--- config.mk ---
export PLATFORM = sky130hd
export DESIGN_NAME = mem_harvard_arbiter
export DESIGN_NICKNAME = d
export VERILOG_FILES = /design/src/rtl/mem_harvard_arbiter.sv
export SDC_FILE = /design/constraint.sdc
export NUM_CORES = 1
export LEC_CHECK = 0
export ABC_AREA = 1
export CAP_MARGIN = 40
export CORE_MARGIN = 2
export CORE_UTILIZATION = 36
export DETAILED_ROUTE_END_ITERATION = 16
export PLACE_DENSITY = 0.77
export SLEW_MARGIN = 40
export SYNTH_ARGS = -nofsm -noshare
export SYNTH_HDL_FRONTEND = slang
export SYNTH_SLANG_ARGS = --single-unit
--- constraint.sdc ---
create_clock -name clk -period 1.2 [get_ports clk]
set_input_delay 0.3 -clock clk [delete_from_list [all_inputs] [get_ports clk]]
set_output_delay 0.3 -clock clk [all_outputs]
set_load 0.005 [all_outputs]
--- src/rtl/mem_harvard_arbiter.sv ---
// Shares one single-port memory between the instruction and data ports of a Harvard CPU.
// Optional ARB_ROUND_ROBIN_EN: alternate grants on conflict instead of fixed data priority.
module mem_harvard_arbiter #(
    parameter int ADDR_W = 32,
    parameter int DATA_W = 32
) (
    input  logic                clk,
    input  logic                reset_n,

    input  logic [ADDR_W-1:0]   i_address,
    input  logic                i_read,
    output logic [DATA_W-1:0]   i_readdata,
    output logic                i_waitrequest,

    input  logic [ADDR_W-1:0]   d_address,
    input  logic                d_read,
    input  logic                d_write,
    input  logic [DATA_W-1:0]   d_writedata,
    input  logic [DATA_W/8-1:0] d_byteenable,
    output logic [DATA_W-1:0]   d_readdata,
    output logic                d_waitrequest,

    output logic [ADDR_W-1:0]   m_address,
    output logic                m_read,
    output logic                m_write,
    output logic [DATA_W-1:0]   m_writedata,
    output logic [DATA_W/8-1:0] m_byteenable,
    input  logic [DATA_W-1:0]   m_readdata,
    input  logic                m_waitrequest
);

    localparam int BE_W = DATA_W / 8;

    typedef enum logic [2:0] {
        IDLE   = 3'd0,
        BUSY_I = 3'd1,
        BUSY_D = 3'd2,
        RESP_I = 3'd3,
        RESP_D = 3'd4
    } state_t;

    state_t              state_q, state_d;
    logic [ADDR_W-1:0]   m_address_q, m_address_d;
    logic                m_read_q, m_read_d;
    logic                m_write_q, m_write_d;
    logic [DATA_W-1:0]   m_writedata_q, m_writedata_d;
    logic [BE_W-1:0]     m_byteenable_q, m_byteenable_d;
    logic [DATA_W-1:0]   i_readdata_q, i_readdata_d;
    logic [DATA_W-1:0]   d_readdata_q, d_readdata_d;

    logic                i_req;
    logic                d_req;
    logic                grant_d;

    assign i_req = i_read;
    assign d_req = d_read | d_write;

`ifdef ARB_ROUND_ROBIN_EN
    // last_grant_q = 1 means the data port was granted most recently
    logic last_grant_q, last_grant_d;

    always_comb begin
        grant_d = d_req && !(i_req && last_grant_q);
    end
`else
    always_comb begin
        grant_d = d_req;
    end
`endif

    always_comb begin
        state_d        = state_q;
        m_address_d    = m_address_q;
        m_read_d       = m_read_q;
        m_write_d      = m_write_q;
        m_writedata_d  = m_writedata_q;
        m_byteenable_d = m_byteenable_q;
        i_readdata_d   = i_readdata_q;
        d_readdata_d   = d_readdata_q;
`ifdef ARB_ROUND_ROBIN_EN
        last_grant_d   = last_grant_q;
`endif

        case (state_q)
            IDLE: begin
                if (grant_d) begin
                    // a simultaneous read+write is carried out as a write
                    m_address_d    = d_address;
                    m_writedata_d  = d_writedata;
                    m_byteenable_d = d_byteenable;
                    m_write_d      = d_write;
                    m_read_d       = !d_write;
                    state_d        = BUSY_D;
`ifdef ARB_ROUND_ROBIN_EN
                    last_grant_d   = 1'b1;
`endif
                end else if (i_req) begin
                    m_address_d    = i_address;
                    m_byteenable_d = '1;
                    m_write_d      = 1'b0;
                    m_read_d       = 1'b1;
                    state_d        = BUSY_I;
`ifdef ARB_ROUND_ROBIN_EN
                    last_grant_d   = 1'b0;
`endif
                end
            end

            BUSY_I: begin
                if (!m_waitrequest) begin
                    i_readdata_d = m_readdata;
                    m_read_d     = 1'b0;
                    m_write_d    = 1'b0;
                    state_d      = RESP_I;
                end
            end

            BUSY_D: begin
                if (!m_waitrequest) begin
                    if (m_read_q) begin
                        d_readdata_d = m_readdata;
                    end
                    m_read_d  = 1'b0;
                    m_write_d = 1'b0;
                    state_d   = RESP_D;
                end
            end

            RESP_I, RESP_D: begin
                state_d = IDLE;
            end

            default: begin
                m_read_d  = 1'b0;
                m_write_d = 1'b0;
                state_d   = IDLE;
            end
        endcase
    end

    always_ff @(posedge clk) begin
        if (!reset_n) begin
            state_q        <= IDLE;
            m_address_q    <= '0;
            m_read_q       <= 1'b0;
            m_write_q      <= 1'b0;
            m_writedata_q  <= '0;
            m_byteenable_q <= '0;
            i_readdata_q   <= '0;
            d_readdata_q   <= '0;
`ifdef ARB_ROUND_ROBIN_EN
            last_grant_q   <= 1'b1;
`endif
        end else begin
            state_q        <= state_d;
            m_address_q    <= m_address_d;
            m_read_q       <= m_read_d;
            m_write_q      <= m_write_d;
            m_writedata_q  <= m_writedata_d;
            m_byteenable_q <= m_byteenable_d;
            i_readdata_q   <= i_readdata_d;
            d_readdata_q   <= d_readdata_d;
`ifdef ARB_ROUND_ROBIN_EN
            last_grant_q   <= last_grant_d;
`endif
        end
    end

    // a port is released only in its own response cycle
    assign i_waitrequest = i_req && (state_q != RESP_I);
    assign d_waitrequest = d_req && (state_q != RESP_D);

    assign i_readdata    = i_readdata_q;
    assign d_readdata    = d_readdata_q;
    assign m_address     = m_address_q;
    assign m_read        = m_read_q;
    assign m_write       = m_write_q;
    assign m_writedata   = m_writedata_q;
    assign m_byteenable  = m_byteenable_q;

endmodule

Word level (Yosys, flattened, before mapping)
Index checks and enable logic that the tools add are counted.
{"block": "word_totals", "register_bits": 137, "input_bits": 138, "output_inout_bits": 136, "wordCells": 50}
{"block": "op_classes", "n_eq_ne": 10, "muxes": 16, "bitwise": 3, "reduce_logical": 13}
{"op": "two-way mux 32 bit", "n": 2}
{"op": "two-way mux 3 bit", "n": 4}
{"op": "case mux 3 bit (3 select lines)", "n": 1}
{"op": "AND reduction 3 bit", "n": 3}
{"op": "two-way mux 4 bit", "n": 2}
{"op": "== test 3 x 2 -> 1 bit (second input constant)", "n": 2}
{"op": "!= test 2 bit (second input constant)", "n": 3}
{"op": "!= test 3 bit (second input constant)", "n": 2}
{"op": "case mux 1 bit (3 select lines)", "n": 2}
{"op": "AND reduction 2 bit", "n": 3}
{"op": "two-way mux 1 bit", "n": 5}
{"op": "OR reduction 2 bit", "n": 2}
{"op": "== test 3 x 1 -> 1 bit (second input constant)", "n": 1}
{"op": "== test 3 bit (second input constant)", "n": 1}
{"op": "logical NOT 3 bit", "n": 1}
{"op": "!= test 3 x 2 -> 1 bit (second input constant)", "n": 1}
{"op": "logical AND 1 bit", "n": 2}
{"op": "inverter 1 bit", "n": 2}
{"op": "nonzero test 2 bit", "n": 1}
{"op": "logical NOT 1 bit", "n": 1}
{"op": "bitwise OR 1 bit", "n": 1}

Longest topological paths before layout
{"block": "depth", "depth_word": 4, "depth_mapped": 8, "ltp_nobuf": 8}

Worst setup path after synthesis
OpenSTA, ideal clock, no wires.
{"block": "synth_timing", "path_kind": "register to register", "from": "register state_q[1]", "to": "register i_readdata_q[10], in the netlist i_readdata[10]", "setup_time_ns": 0.116, "arrival_ns": 1.166, "required_time_ns": 1.084, "path_slack_ns": -0.082, "path_stages_with_launch": 8, "synth_period_minus_slack_ns": 1.282, "cell_sequence": "dfxtp_1 nor2_1 nand2_1 or2_1 buf_4 buf_6 o21ai_1 a21oi_1"}
{"block": "synth_between", "elab_chain_cells": 2}
{"element": "from (decl)", "line": "42", "text": "state_t state_q, state_d;"}
{"element": "from (signal assigned)", "line": "155", "text": "state_q <= state_d;"}
{"element": "== test 3 x 1 -> 1 bit", "line": "84", "text": "case (state_q)"}
{"element": "AND reduction 2 bit (no line)"}
{"element": "to (signal assigned)", "line": "161", "text": "i_readdata_q <= i_readdata_d;"}
{"element": "to (decl)", "line": "48", "text": "logic [DATA_W-1:0] i_readdata_q, i_readdata_d;"}
Every way passes these cells.
A chain may end at the register's enable or synchronous reset.

Worst setup path in the final report
{"block": "layout_timing", "from": "register state_q[0]", "to": "register d_readdata_q[20], in the netlist d_readdata[20]"}
{"block": "layout_between", "elab_chain_cells": 2}
{"element": "== test 3 x 2 -> 1 bit", "line": "84"}
{"element": "AND reduction 3 bit (no line)"}
{"element": "to (signal assigned)", "line": "162", "text": "d_readdata_q <= d_readdata_d;"}
{"element": "to (decl)", "line": "49", "text": "logic [DATA_W-1:0] d_readdata_q, d_readdata_d;"}
Every way passes these cells.

==> results <==
- The flow ran to the end, but the final reports show violations.
- The checks that failed: negative setup slack.
- The kind of path behind the tightest hold check is input port to register.
- From synthesis to final layout, the design area changed by 80.2%.
- The number of antenna diodes in the final layout is 0.
- Excluding fillers, the count of instances in the completed layout stands at 1,166.
- In this run the cell area measured after placement is 8330 um^2.
- Entering global routing, the biggest net connects 59 pins.
- Of the total synthesized cell area, the portion taken by full adders, half adders and majority gates is 0.
- The clock tree skew after final layout is 0.0103 ns.
- The Yosys step of the flow raised 0 warnings.
- The number of global-route vias before repair was 5,631.
- The peak ir drop on the vdd network is 1.07 mV.
- The cell type with the highest aggregate area in the netlist is sky130_fd_sc_hd__dfxtp_1.
- At the pin with the least slew margin, the transition time is 0.359 ns.
- By area the synthesized netlist is led by sky130_fd_sc_hd__dfxtp_1 52%, sky130_fd_sc_hd__nor2_1 10%, sky130_fd_sc_hd__o21ai_0 6.5%, sky130_fd_sc_hd__o211a_1 6.1%, sky130_fd_sc_hd__nand2_1 5.8%.
- The number of primary I/O pins is 274.
- The later pin in the worst-skew pair is clocked with a latency of 0.42 ns.
- The total non-filler cell area in the finished layout is 9510 um^2.
- Across every metal layer, demand over resource in global routing totals 0.221.
- The cell count after synthesis came out at 669.
- The normalized max-slew margin is 0.761.
- Summing every instance area after synthesis gives 5280 um^2.
- The netlist uses 23 different library cells.
- The routed wire length per instance is 16.5 um.
- In this run the deepest clock path goes through 2 buffers.
- Buffers inserted to repair hold after CTS numbered 0.
- Of the total synthesized cell area, the portion taken by XOR and XNOR cells is 0.
- CTS placed an instance of sky130_fd_sc_hd__clkbuf_16 at the clock tree root.
- The residual overflow from global routing is 0.
- In this run, placement finished with an instance count of 1,110.
- Of the post-synthesis cell area, the dominant cell type holds 0.520.
- The first global-routing pass estimated 28,200 um of wire.
- Max-cap violations in this run came to 0.
- The die covers 15,600 um^2.
- The clock input transition at the sequential cells of the worst setup and hold paths is 0.06 ns.
- The TritonCTS sink count is 137.
- The core footprint is 14,400 um^2.
- Data on the critical path arrives at its endpoint at 1.84 ns.
- Setup repair after global routing could not meet its margin everywhere.
- A synthesized cell averages 7.88 um^2.
- The initial antenna violation count is 0.
- The final setup TNS is -33.08 ns.
- The clock tree from TritonCTS is done.
- For this design the static power due to leakage is 0.00444 uW.
- The post-layout net count is 1,108.
- The smallest clock period supported by the final layout is computed as 1.55 ns.
- For this configuration, the core starts out at a cell density of 0.366.
- The number of violations reported at the end of detailed-routing iteration 0 is 286.
- The simple-gate share of the synthesized area is 0.207.
- The worst path setup slack after routing is -0.352 ns.
- The total wire length is 19,300 um.
- Static timing analysis puts the maximum clock frequency at 644 MHz.
- Dividing total power by cell area gives a power density of 1870 nW/um^2.
- The total half-perimeter wirelength after legalization and detailed placement is 11,200 um.
- The path type of the worst setup path is register to register.
- The compound-gate portion of the synthesized area is 0.189.
- The part of the cycle the worst path needs is 1.29.
- The number of cell rows is 44.
- Along the worst path, the maximum fanout reaches 12.
- The detailed router placed 5,796 vias in this run.
- For this run, design rule violations remaining after detail routing come to 0.
- The congestion estimate from routability-driven global placement came to 0.783.
- The reg2reg setup slack is -0.35 ns.
- The number of register bits inferred by synthesis is 137.
- STA classifies the critical path startpoint as a register.
- The count of nets left with antenna violations once routing finished came out at 0.
- In the final layout, the share of cells above drive strength 1 is 0.487.
- Setup violations remaining at the end of the flow were counted as 139.
- The synthesized netlist net count is 807.
- The floorplan step set the die width to 125 um.
- The number of max-slew violations in the final report is 0.
- The per-cell via count in the routed design is 4.97.
- The utilization after layout is 0.659.
- The number of failing hold endpoints at the final stage is 0.
- STA puts the critical path data required time at 1.49 ns.
- The largest family of logic cells by synthesized area is simple AND/OR/NAND/NOR gates.
- The portion of synthesized area spent on multiplexers is 0.
- In this run the number of H-tree levels came out at 4.
- The part of the Yosys area used for sequential elements is 0.520.
- STA classifies the critical path endpoint as a register.
- The number of buffers added by the clock tree synthesis step is 17.
- The pre-antenna-repair detailed-routing pass consisted of 5 iterations.
- The pre-CTS setup slack is -0.735 ns.
- During placement, the flow inserted port buffers numbering 273.
- The die boundary height is 125 um.
## metrics by stage
stage               hold slack, ns  power (uW)
global placement             0.430       11500
CTS                          0.218       16600
floorplan                    0.435        8430
detailed placement           0.434       11600
finish                       0.242       17700
global route                 0.231       18700
## timing repair
action                     4_1_cts  5_1_grt
setup endpoints to repair      273      152
resized for setup              745      120
gates cloned                     4       10
pin swaps                       22       22
setup buffers                    6        5
## cells in the mapped netlist
library cell               instances
sky130_fd_sc_hd__nor2_2            1
sky130_fd_sc_hd__buf_1             3
sky130_fd_sc_hd__o211a_1          32
sky130_fd_sc_hd__dfxtp_1         137
sky130_fd_sc_hd__inv_2             5
sky130_fd_sc_hd__inv_1            42
sky130_fd_sc_hd__nor3_2            1
sky130_fd_sc_hd__nand4_1           2
sky130_fd_sc_hd__nand2_2           1
sky130_fd_sc_hd__buf_4             2
sky130_fd_sc_hd__buf_6             8
sky130_fd_sc_hd__a21oi_1          35
sky130_fd_sc_hd__nand2_1          82
sky130_fd_sc_hd__and2_1            1
sky130_fd_sc_hd__nor2_4            1
sky130_fd_sc_hd__o21ai_0          68
sky130_fd_sc_hd__nor2_1          143
sky130_fd_sc_hd__or2_1             1
sky130_fd_sc_hd__clkbuf_1         16
sky130_fd_sc_hd__nand3_1          36
sky130_fd_sc_hd__o21ai_1          32
sky130_fd_sc_hd__nor3_1            2
sky130_fd_sc_hd__buf_2            18
## where the power goes
group	switching (uW)	internal (uW)	leakage, uW
clock	2020	3290	0.000285
sequential	490	5710	0.00117
combinational	3060	3190	0.00298
total	5560	12200	0.00444
## worst paths after layout
check	to	from	depth (start not counted)
max	d_readdata[20]	state_q[0]	10
min	i_readdata[7]	reset_n	3
max reg2reg	d_readdata[20]	state_q[0]	10
min reg2reg	i_readdata[10]	i_readdata[10]	2
## per-layer routing
metal / up-vias / global-route usage / wire length [um]
met5: - / 0 / 0
met4: 0 / 0.0752 / 468
met3: 33 / 0.0629 / 1240
met2: 232 / 0.382 / 9780
met1: 2732 / 0.265 / 7780
li1: 2799 / - / -
## placed cells by master, fill, tap and decap left out, types with 10 or more instances in the layout
cell type,instances
sky130_fd_sc_hd__clkdlybuf4s50_1,135
sky130_fd_sc_hd__dfxtp_1,10
sky130_fd_sc_hd__inv_1,39
sky130_fd_sc_hd__o21ai_1,26
sky130_fd_sc_hd__a21oi_2,30
sky130_fd_sc_hd__nand3_1,33
sky130_fd_sc_hd__nor2_2,22
sky130_fd_sc_hd__o21ai_2,26
sky130_fd_sc_hd__clkbuf_16,26
sky130_fd_sc_hd__buf_6,11
sky130_fd_sc_hd__o211a_1,32
sky130_fd_sc_hd__o21ai_0,46
sky130_fd_sc_hd__nor2_1,102
sky130_fd_sc_hd__nor2_4,21
sky130_fd_sc_hd__buf_12,13
sky130_fd_sc_hd__buf_4,22
sky130_fd_sc_hd__nand2_1,75
sky130_fd_sc_hd__buf_2,132
sky130_fd_sc_hd__dfxtp_2,127
## cell families after synthesis
logic type | Yosys count
buffers and inverters | 94
AND/OR/NAND/NOR | 271
flip-flops | 137
AO/OA/AOI/OAI | 167
## flip-flops by register name (all words and copies together) (netlist names)
register,count
m_byteenable,4
m_address,32
m_write,1
i_readdata,32
state_q,3
m_read,1
m_writedata,32
d_readdata,32
## critical path, cell delays in order, from the launching register on
cell and delay (ns):
sky130_fd_sc_hd__dfxtp_2 0.33, sky130_fd_sc_hd__buf_6 0.12, sky130_fd_sc_hd__buf_6 0.12, sky130_fd_sc_hd__inv_6 0.06, sky130_fd_sc_hd__nand3_4 0.07, sky130_fd_sc_hd__nor3_4 0.16
sky130_fd_sc_hd__buf_12 0.16, sky130_fd_sc_hd__inv_8 0.05, sky130_fd_sc_hd__clkbuf_16 0.17, sky130_fd_sc_hd__nor2_1 0.12, sky130_fd_sc_hd__nor2_1 0.07
## area by class of cell
cell class                 instances  area [um^2]
inverter                          47          191
clock inverter                     9          114
tap                              184          230
timing repair buffer             329         2940
multi-input combinational        438         2650
clock buffer                      22          484
sequential                       137         2900
fill                            1155         4920
Note: power is estimated with default switching activity, not from simulation.
